$ cat src/rtl/jesd_rx_pkg.sv
// Shared types and widths for the JESD204B receive lane path.
package jesd_rx_pkg;

    localparam int RBD_W   = 5;
    localparam int OCTET_W = 8;

    typedef enum logic [2:0] {
        ST_IDLE      = 3'd0,
        ST_WAIT_LMFC = 3'd1,
        ST_WAIT_RBD  = 3'd2,
        ST_RUN       = 3'd3,
        ST_ERR       = 3'd4
    } state_e;

endpackage

$ cat src/rtl/jesd_rx_buf_ram.sv
// Simple dual-port octet store: synchronous write, registered read.
// The read register clears whenever no read is issued, so its output is zero unless valid.
module jesd_rx_buf_ram
    import jesd_rx_pkg::*;
#(
    parameter int DEPTH = 64,
    parameter int AW    = $clog2(DEPTH)
) (
    input  logic               clk,
    input  logic               wr_en,
    input  logic [AW-1:0]      wr_addr,
    input  logic [OCTET_W-1:0] wr_data,
    input  logic               rd_clr,
    input  logic [AW-1:0]      rd_addr,
    output logic [OCTET_W-1:0] rd_data
);

    logic [OCTET_W-1:0] mem [DEPTH];

    always_ff @(posedge clk) begin
        if (wr_en) begin
            mem[wr_addr] <= wr_data;
        end
    end

    always_ff @(posedge clk) begin
        if (rd_clr) begin
            rd_data <= '0;
        end else begin
            rd_data <= mem[rd_addr];
        end
    end

endmodule

$ cat src/rtl/jesd_rx_lmfc_release_buffer.sv
// Per-lane elastic buffer: captures from the first SOMF octet and releases on the
// local LMFC edge plus RBD device clocks, giving deterministic link latency.
module jesd_rx_lmfc_release_buffer
    import jesd_rx_pkg::*;
#(
    parameter int DEPTH = 64
) (
    input  logic                       clk,
    input  logic                       i_rst,
    input  logic [4:0]                 i_K,
    input  logic [RBD_W-1:0]           i_rbd,
    input  logic                       i_lmfc_clk,
    input  logic [OCTET_W-1:0]         i_data,
    input  logic                       i_valid,
    input  logic                       i_somf,
    input  logic                       i_resync,
    output logic [OCTET_W-1:0]         o_data,
    output logic                       o_valid,
    output logic                       o_released,
    output logic                       o_error,
    output logic [$clog2(DEPTH):0]     o_fill
);

    localparam int          AW   = $clog2(DEPTH);
    localparam logic [AW:0] FULL = (AW+1)'(DEPTH);

    state_e           state;
    logic [AW-1:0]    wr_ptr;
    logic [AW-1:0]    rd_ptr;
    logic [AW:0]      fill;
    logic [RBD_W-1:0] dly_cnt;
    logic             wr_req;
    logic             wr_en;
    logic             rd_en;
    logic             ovf;
    logic             udf;
    logic             k_unused;

    // Frames-per-multiframe is carried for the link config only; release timing ignores it.
    assign k_unused = ^i_K;

    always_comb begin
        wr_req = 1'b0;
        case (state)
            ST_IDLE:                          wr_req = i_valid & i_somf;
            ST_WAIT_LMFC, ST_WAIT_RBD, ST_RUN: wr_req = i_valid;
            default:                          wr_req = 1'b0;
        endcase
        rd_en = (state == ST_RUN) && (fill != '0);
        udf   = (state == ST_RUN) && (fill == '0);
        ovf   = wr_req && (fill == FULL) && !rd_en;
        wr_en = wr_req && !ovf;
    end

    always_ff @(posedge clk) begin
        if (i_rst || i_resync) begin
            state   <= ST_IDLE;
            wr_ptr  <= '0;
            rd_ptr  <= '0;
            fill    <= '0;
            dly_cnt <= '0;
            o_valid <= 1'b0;
            o_error <= 1'b0;
        end else if (ovf || udf) begin
            state   <= ST_ERR;
            wr_ptr  <= '0;
            rd_ptr  <= '0;
            fill    <= '0;
            o_valid <= 1'b0;
            o_error <= 1'b1;
        end else begin
            o_valid <= rd_en;
            if (wr_en) begin
                wr_ptr <= wr_ptr + 1'b1;
            end
            if (rd_en) begin
                rd_ptr <= rd_ptr + 1'b1;
            end
            case ({wr_en, rd_en})
                2'b10:   fill <= fill + 1'b1;
                2'b01:   fill <= fill - 1'b1;
                default: fill <= fill;
            endcase
            case (state)
                ST_IDLE: begin
                    if (wr_en) begin
                        state <= ST_WAIT_LMFC;
                    end
                end
                ST_WAIT_LMFC: begin
                    if (i_lmfc_clk) begin
                        if (i_rbd == '0) begin
                            state <= ST_RUN;
                        end else begin
                            dly_cnt <= i_rbd;
                            state   <= ST_WAIT_RBD;
                        end
                    end
                end
                ST_WAIT_RBD: begin
                    dly_cnt <= dly_cnt - 1'b1;
                    if (dly_cnt == RBD_W'(1)) begin
                        state <= ST_RUN;
                    end
                end
                default: state <= state;
            endcase
        end
    end

    // Read stage: octet addressed this cycle appears on o_data next cycle with o_valid.
    jesd_rx_buf_ram #(
        .DEPTH (DEPTH),
        .AW    (AW)
    ) u_ram (
        .clk     (clk),
        .wr_en   (wr_en),
        .wr_addr (wr_ptr),
        .wr_data (i_data),
        .rd_clr  (i_rst | i_resync | ~rd_en),
        .rd_addr (rd_ptr),
        .rd_data (o_data)
    );

    assign o_released = (state == ST_RUN);
    assign o_fill     = fill;

endmodule

$ cat config.mk
export PLATFORM = sky130hd
export DESIGN_NAME = jesd_rx_lmfc_release_buffer
export DESIGN_NICKNAME = d
export VERILOG_FILES = /design/src/rtl/jesd_rx_pkg.sv /design/src/rtl/jesd_rx_buf_ram.sv /design/src/rtl/jesd_rx_lmfc_release_buffer.sv
export SDC_FILE = /design/constraint.sdc
export NUM_CORES = 1
export LEC_CHECK = 0
export ABC_AREA = 1
export CAP_MARGIN = 10
export CORE_ASPECT_RATIO = 0.7
export CORE_MARGIN = 4
export CORE_UTILIZATION = 50
export CTS_CLUSTER_DIAMETER = 150
export DETAILED_ROUTE_END_ITERATION = 12
export GPL_TIMING_DRIVEN = 0
export PLACE_DENSITY = 0.66
export REMOVE_ABC_BUFFERS = 1
export SLEW_MARGIN = 10
export SYNTH_ARGS = -nofsm -noshare
export SYNTH_HDL_FRONTEND = slang
export SYNTH_SLANG_ARGS = --single-unit
$ cat constraint.sdc
create_clock -name clk -period 6.1 [get_ports clk]
set_input_delay 1.525 -clock clk [delete_from_list [all_inputs] [get_ports clk]]
set_output_delay 1.525 -clock clk [all_outputs]
set_load 0.005 [all_outputs]
==> results.py, run 1 <==
metrics = {
    "status": {
        "run_status": "complete, no violations",
    },
    "logic_synthesis": {
        "synth-seq-area-share_pct": 68.22,
        "synth_top_cell_area_share_pct": 65.08,
        "post_synth_num_cell_types": 42,
        "synth_area_mm2": 0.02362,
        "synth_top_area_cell": "edfxtp_1",
        "syn-instance-count": 2272,
        "synth-warning-count": 0,
        "syn-mean-instance-area_um2": 10.40,
        "synth_top_cells_by_area": "edfxtp_1, nand2_1, nand3_1",
        "ys_ff_latch": 549,
    },
    "finish": {
        "layout_common_cells": "nand2_1, edfxtp_1, nand3_1",
        "multi_input_area_mm2": 0.006117,
        "mostFrequentLayoutCell": "nand2_1",
        "n_fill_cell": 3861,
        "final_cell_count_no_fill": 2919,
        "antenna_cells_inserted": 0,
        "nNetsFinal": 2300,
        "flow.area_growth_from_synthesis_pct": 10.59,
        "seq_area_mm2": 0.01612,
        "proportion_of_layout_cells_with_a_drive_suffix_above_1_pct": 5.462,
    },
    "detailed_routing": {
        "drt_drc_violations_left": 0,
        "drtPass1Iterations": 6,
        "post_dr_wirelength_cell_um": 19.42,
        "via_per_inst": 5.460,
        "via_count": 15940,
        "route.final.wire_length_um": 56700,
        "routed_length_on_met1_um": 25580,
        "dr_wl_met3_um": 4636,
        "wl_met2_um": 25340,
        "number_of_nets_with_antenna_violations_after_detailed_routing": 0,
        "topRoutingLayerUsed": "met4",
        "detail_route.iter0.violations": 1914,
    },
    "timing": {
        "finalSetupViolations": 0,
        "timing.clock.skew_ns": 0.01487,
        "fmax_ghz": 0.2563,
        "period_share_pct": 63.97,
        "slew_headroom_pct": 22.54,
        "hold-worst-slack_ns": 0.4853,
        "tns_ns": 0,
        "grt_setup_unrepaired": "no",
        "max_slew.worst_pin.slew_ns": 1.161,
        "maxSlewViolCount": 0,
        "final-hold-violation-count": 0,
        "finalCriticalPeriod_ns": 3.902,
    },
    "pwr": {
        "ir_worst_vdd_mv": 0.2486,
        "power.switching_uw": 1522,
        "power.switching_fraction_pct": 20.48,
        "combPwrFrac_pct": 2.6,
        "power.leakage_uw": 0.01001,
        "clkPwrFrac_pct": 41.9,
        "power.density_mw_per_mm2": 284.5,
        "p_int_uw": 5909,
        "sequentialPowerShare_pct": 55.6,
    },
    "clock_tree": {
        "insertion_delay_to_the_later_sink_of_the_worst_skew_pair_ns": 0.58,
        "clock_h_tree_levels": 2,
        "clock_tree.buffer_depth": 3,
        "clkSlewWorstSetupHoldPaths_ns": 0.06,
        "cts_setup_buffers": 0,
        "cts.sink_count": 549,
        "cts_tree": "built",
        "cts_repair_resize_count": 0,
        "cts-buffers-inserted": 51,
        "cts_hold_buf": 0,
        "ctsRootBufferMaster": "clkbuf_16",
    },
    "critical_path": {
        "cp_slowest_cell": "nor2_1",
        "crit_fanout": 14,
        "worstPathBufferInverterCount": 2,
        "start_kind": "input port",
        "critical_path_cell_by_cell": "clkdlybuf4s50_1, nor2_1, a21oi_2, nand2_4, inv_4, nand4_2, nor2_1",
        "cp_data_required_time_ns": 6.30,
        "critPathArrivalTime_ns": 4.10,
        "worstSetupPathType": "in2reg",
        "crit_top_cell": "nor2_1",
        "cpLargestDelayFamily": "simple AND/OR/NAND/NOR gates",
        "critical_path.endpoint_type": "register",
        "timing.critical_path.slowest_cell_delay_ns": 0.87,
    },
    "grt": {
        "wire_length_of_the_first_global_routing_pass_um": 86940,
        "grt_start_max_net_pins": 133,
        "global_route.usage.total_pct": 22.17,
        "grt_pass1_vias": 14990,
        "globalRouteOverflowTotal": 0,
        "initial_antenna_violation_count": 1,
    },
    "placement": {
        "place.detailed.hpwl_um": 33210,
        "place.detailed.instances": 2825,
        "routabilityCongestion": 0.9038,
        "place.port_buffers": 36,
    },
    "floorplan": {
        "std_cell_rows": 66,
        "die_height_um": 189.9,
        "start_util_pct": 50.72,
        "design.portCount": 42,
        "design.core.area_mm2": 0.04657,
        "die-width_um": 267.8,
        "fp.dieArea_mm2": 0.05084,
    },
    "job": {
        "timing.max_cap.violations": 0,
    },
    "hold_path": {
        "min_path_type": "reg2reg",
    },
}
[flip-flops by register name (all words and copies together) (netlist names)]
register,cells
u_ram.mem,512
u_ram.rd_data,8
o_fill,7
rd_ptr,6
wr_ptr,6
dly_cnt,5
state,3
o_error,1
o_valid,1
[final timing paths]
kind	to	slack, ns	depth (start not counted)	startpoint
worst max-delay path	u_ram.mem[26][0]$_DFFE_PP_	2.20	7	i_somf
worst min-delay path	o_error$_SDFFE_PP0P_	0.49	2	o_error$_SDFFE_PP0P_
worst max register to register	u_ram.rd_data[3]$_SDFF_PP0_	2.62	11	rd_ptr[0]$_SDFFE_PP0P_
worst min register to register	o_error$_SDFFE_PP0P_	0.49	2	o_error$_SDFFE_PP0P_
[power by group through the flow]
stage	clock (µW)	combinational, µW	sequential [µW]
after detailed placement	0	188	4210
after global routing	3310	208	4130
final	3110	190	4130
after floorplan	0	81.9	4210
after global placement	0	176	4220
after CTS	3140	189	4130
[synth_stat cells (all sizes together)]
master and instances:
xnor2 3, a21o 1, nor2 254, o21a 1, inv 222, nand3 295
edfxtp 512, and3 10, dfxtp 37, o211ai 1, clkinv 2, nand3b 3
a21oi 48, nor3 5, ha 9, xor2 5, fa 1, clkbuf 23
o22ai 1, nor3b 2, nand2 662, buf 86, o21ai 77, a31oi 2
nand4 10
[logic make-up (layout without fill, tap and decap cells)]
family,after synthesis,count (layout),share of synthesized area [%]
AND/OR/NAND/NOR,1241,1241,22.13
flip-flops,549,549,68.22
buffers and inverters,333,368,5.938
AO/OA/AOI/OAI,131,131,2.855
adder cells (fa/ha/maj),10,10,0.5615
XOR/XNOR,8,8,0.2966
[metal layers]
layer  up-vias  global-route usage [%]
met5         -                       0
met4         0                   5.231
met3        92                   4.124
met2       588                   33.99
met1      7695                   33.23
li1       7563                       -
[stage by stage]
| stage | power [µW] | setup WS [ns] | cell area (µm²) | utilization, % |
|---|---|---|---|---|
| 6_report | 7431 | 2.198 | 26120 | 56.09 |
| 5_1_grt | 7650 | 2.067 | 26120 | 56.09 |
| 4_1_cts | 7462 | 2.252 | 26120 | 56.09 |
| 3_5_place_dp | 4399 | 1.663 | 24520 | 52.64 |
| 3_3_place_gp | 4399 | -12.84 | 24190 | 51.94 |
| 2_1_floorplan | 4293 | -3.280 | 23060 | - |
[cell type report]
class                           instances  area share (%)
Multi-Input combinational cell       1390           23.42
Clock buffer                           79           5.599
Sequential cell                       549           61.72
Clock inverter                         15          0.5556
Inverter                              224           3.266
Tap cell                              612           2.931
Timing Repair Buffer                   50           2.510
[worst min-delay path, stage by stage (launching register included)]
cell     delay (ns)
dfxtp_1        0.33
o21ai_0        0.08
inv_1          0.05
Power figures use the tool's default switching activity.
==> inputs of run 2 (changes only) <==
- clock period: 6.1 -> 4 ns (I/O delays scaled with it)
==> results of run 2 <==
Same layout as run 1 (identical final DEF). Status: complete, no violations.
Main changes from that run: setup slack after placement 1.663 ns -> 0.08804 ns; clock-pin slew on the worst setup and hold paths 0.06 ns -> 0.07 ns; setup slack after layout 2.198 ns -> 0.5211 ns; start point of the critical path i_somf -> rd_ptr[0]$_SDFFE_PP0P_; end point of the critical path u_ram.mem[26][0]$_DFFE_PP_ -> u_ram.rd_data[3]$_SDFF_PP0_; register-to-register setup slack 2.62 ns -> 0.52 ns; total power 7431 µW -> 11330 µW; worst IR drop on VDD 0.2486 mV -> 0.3790 mV
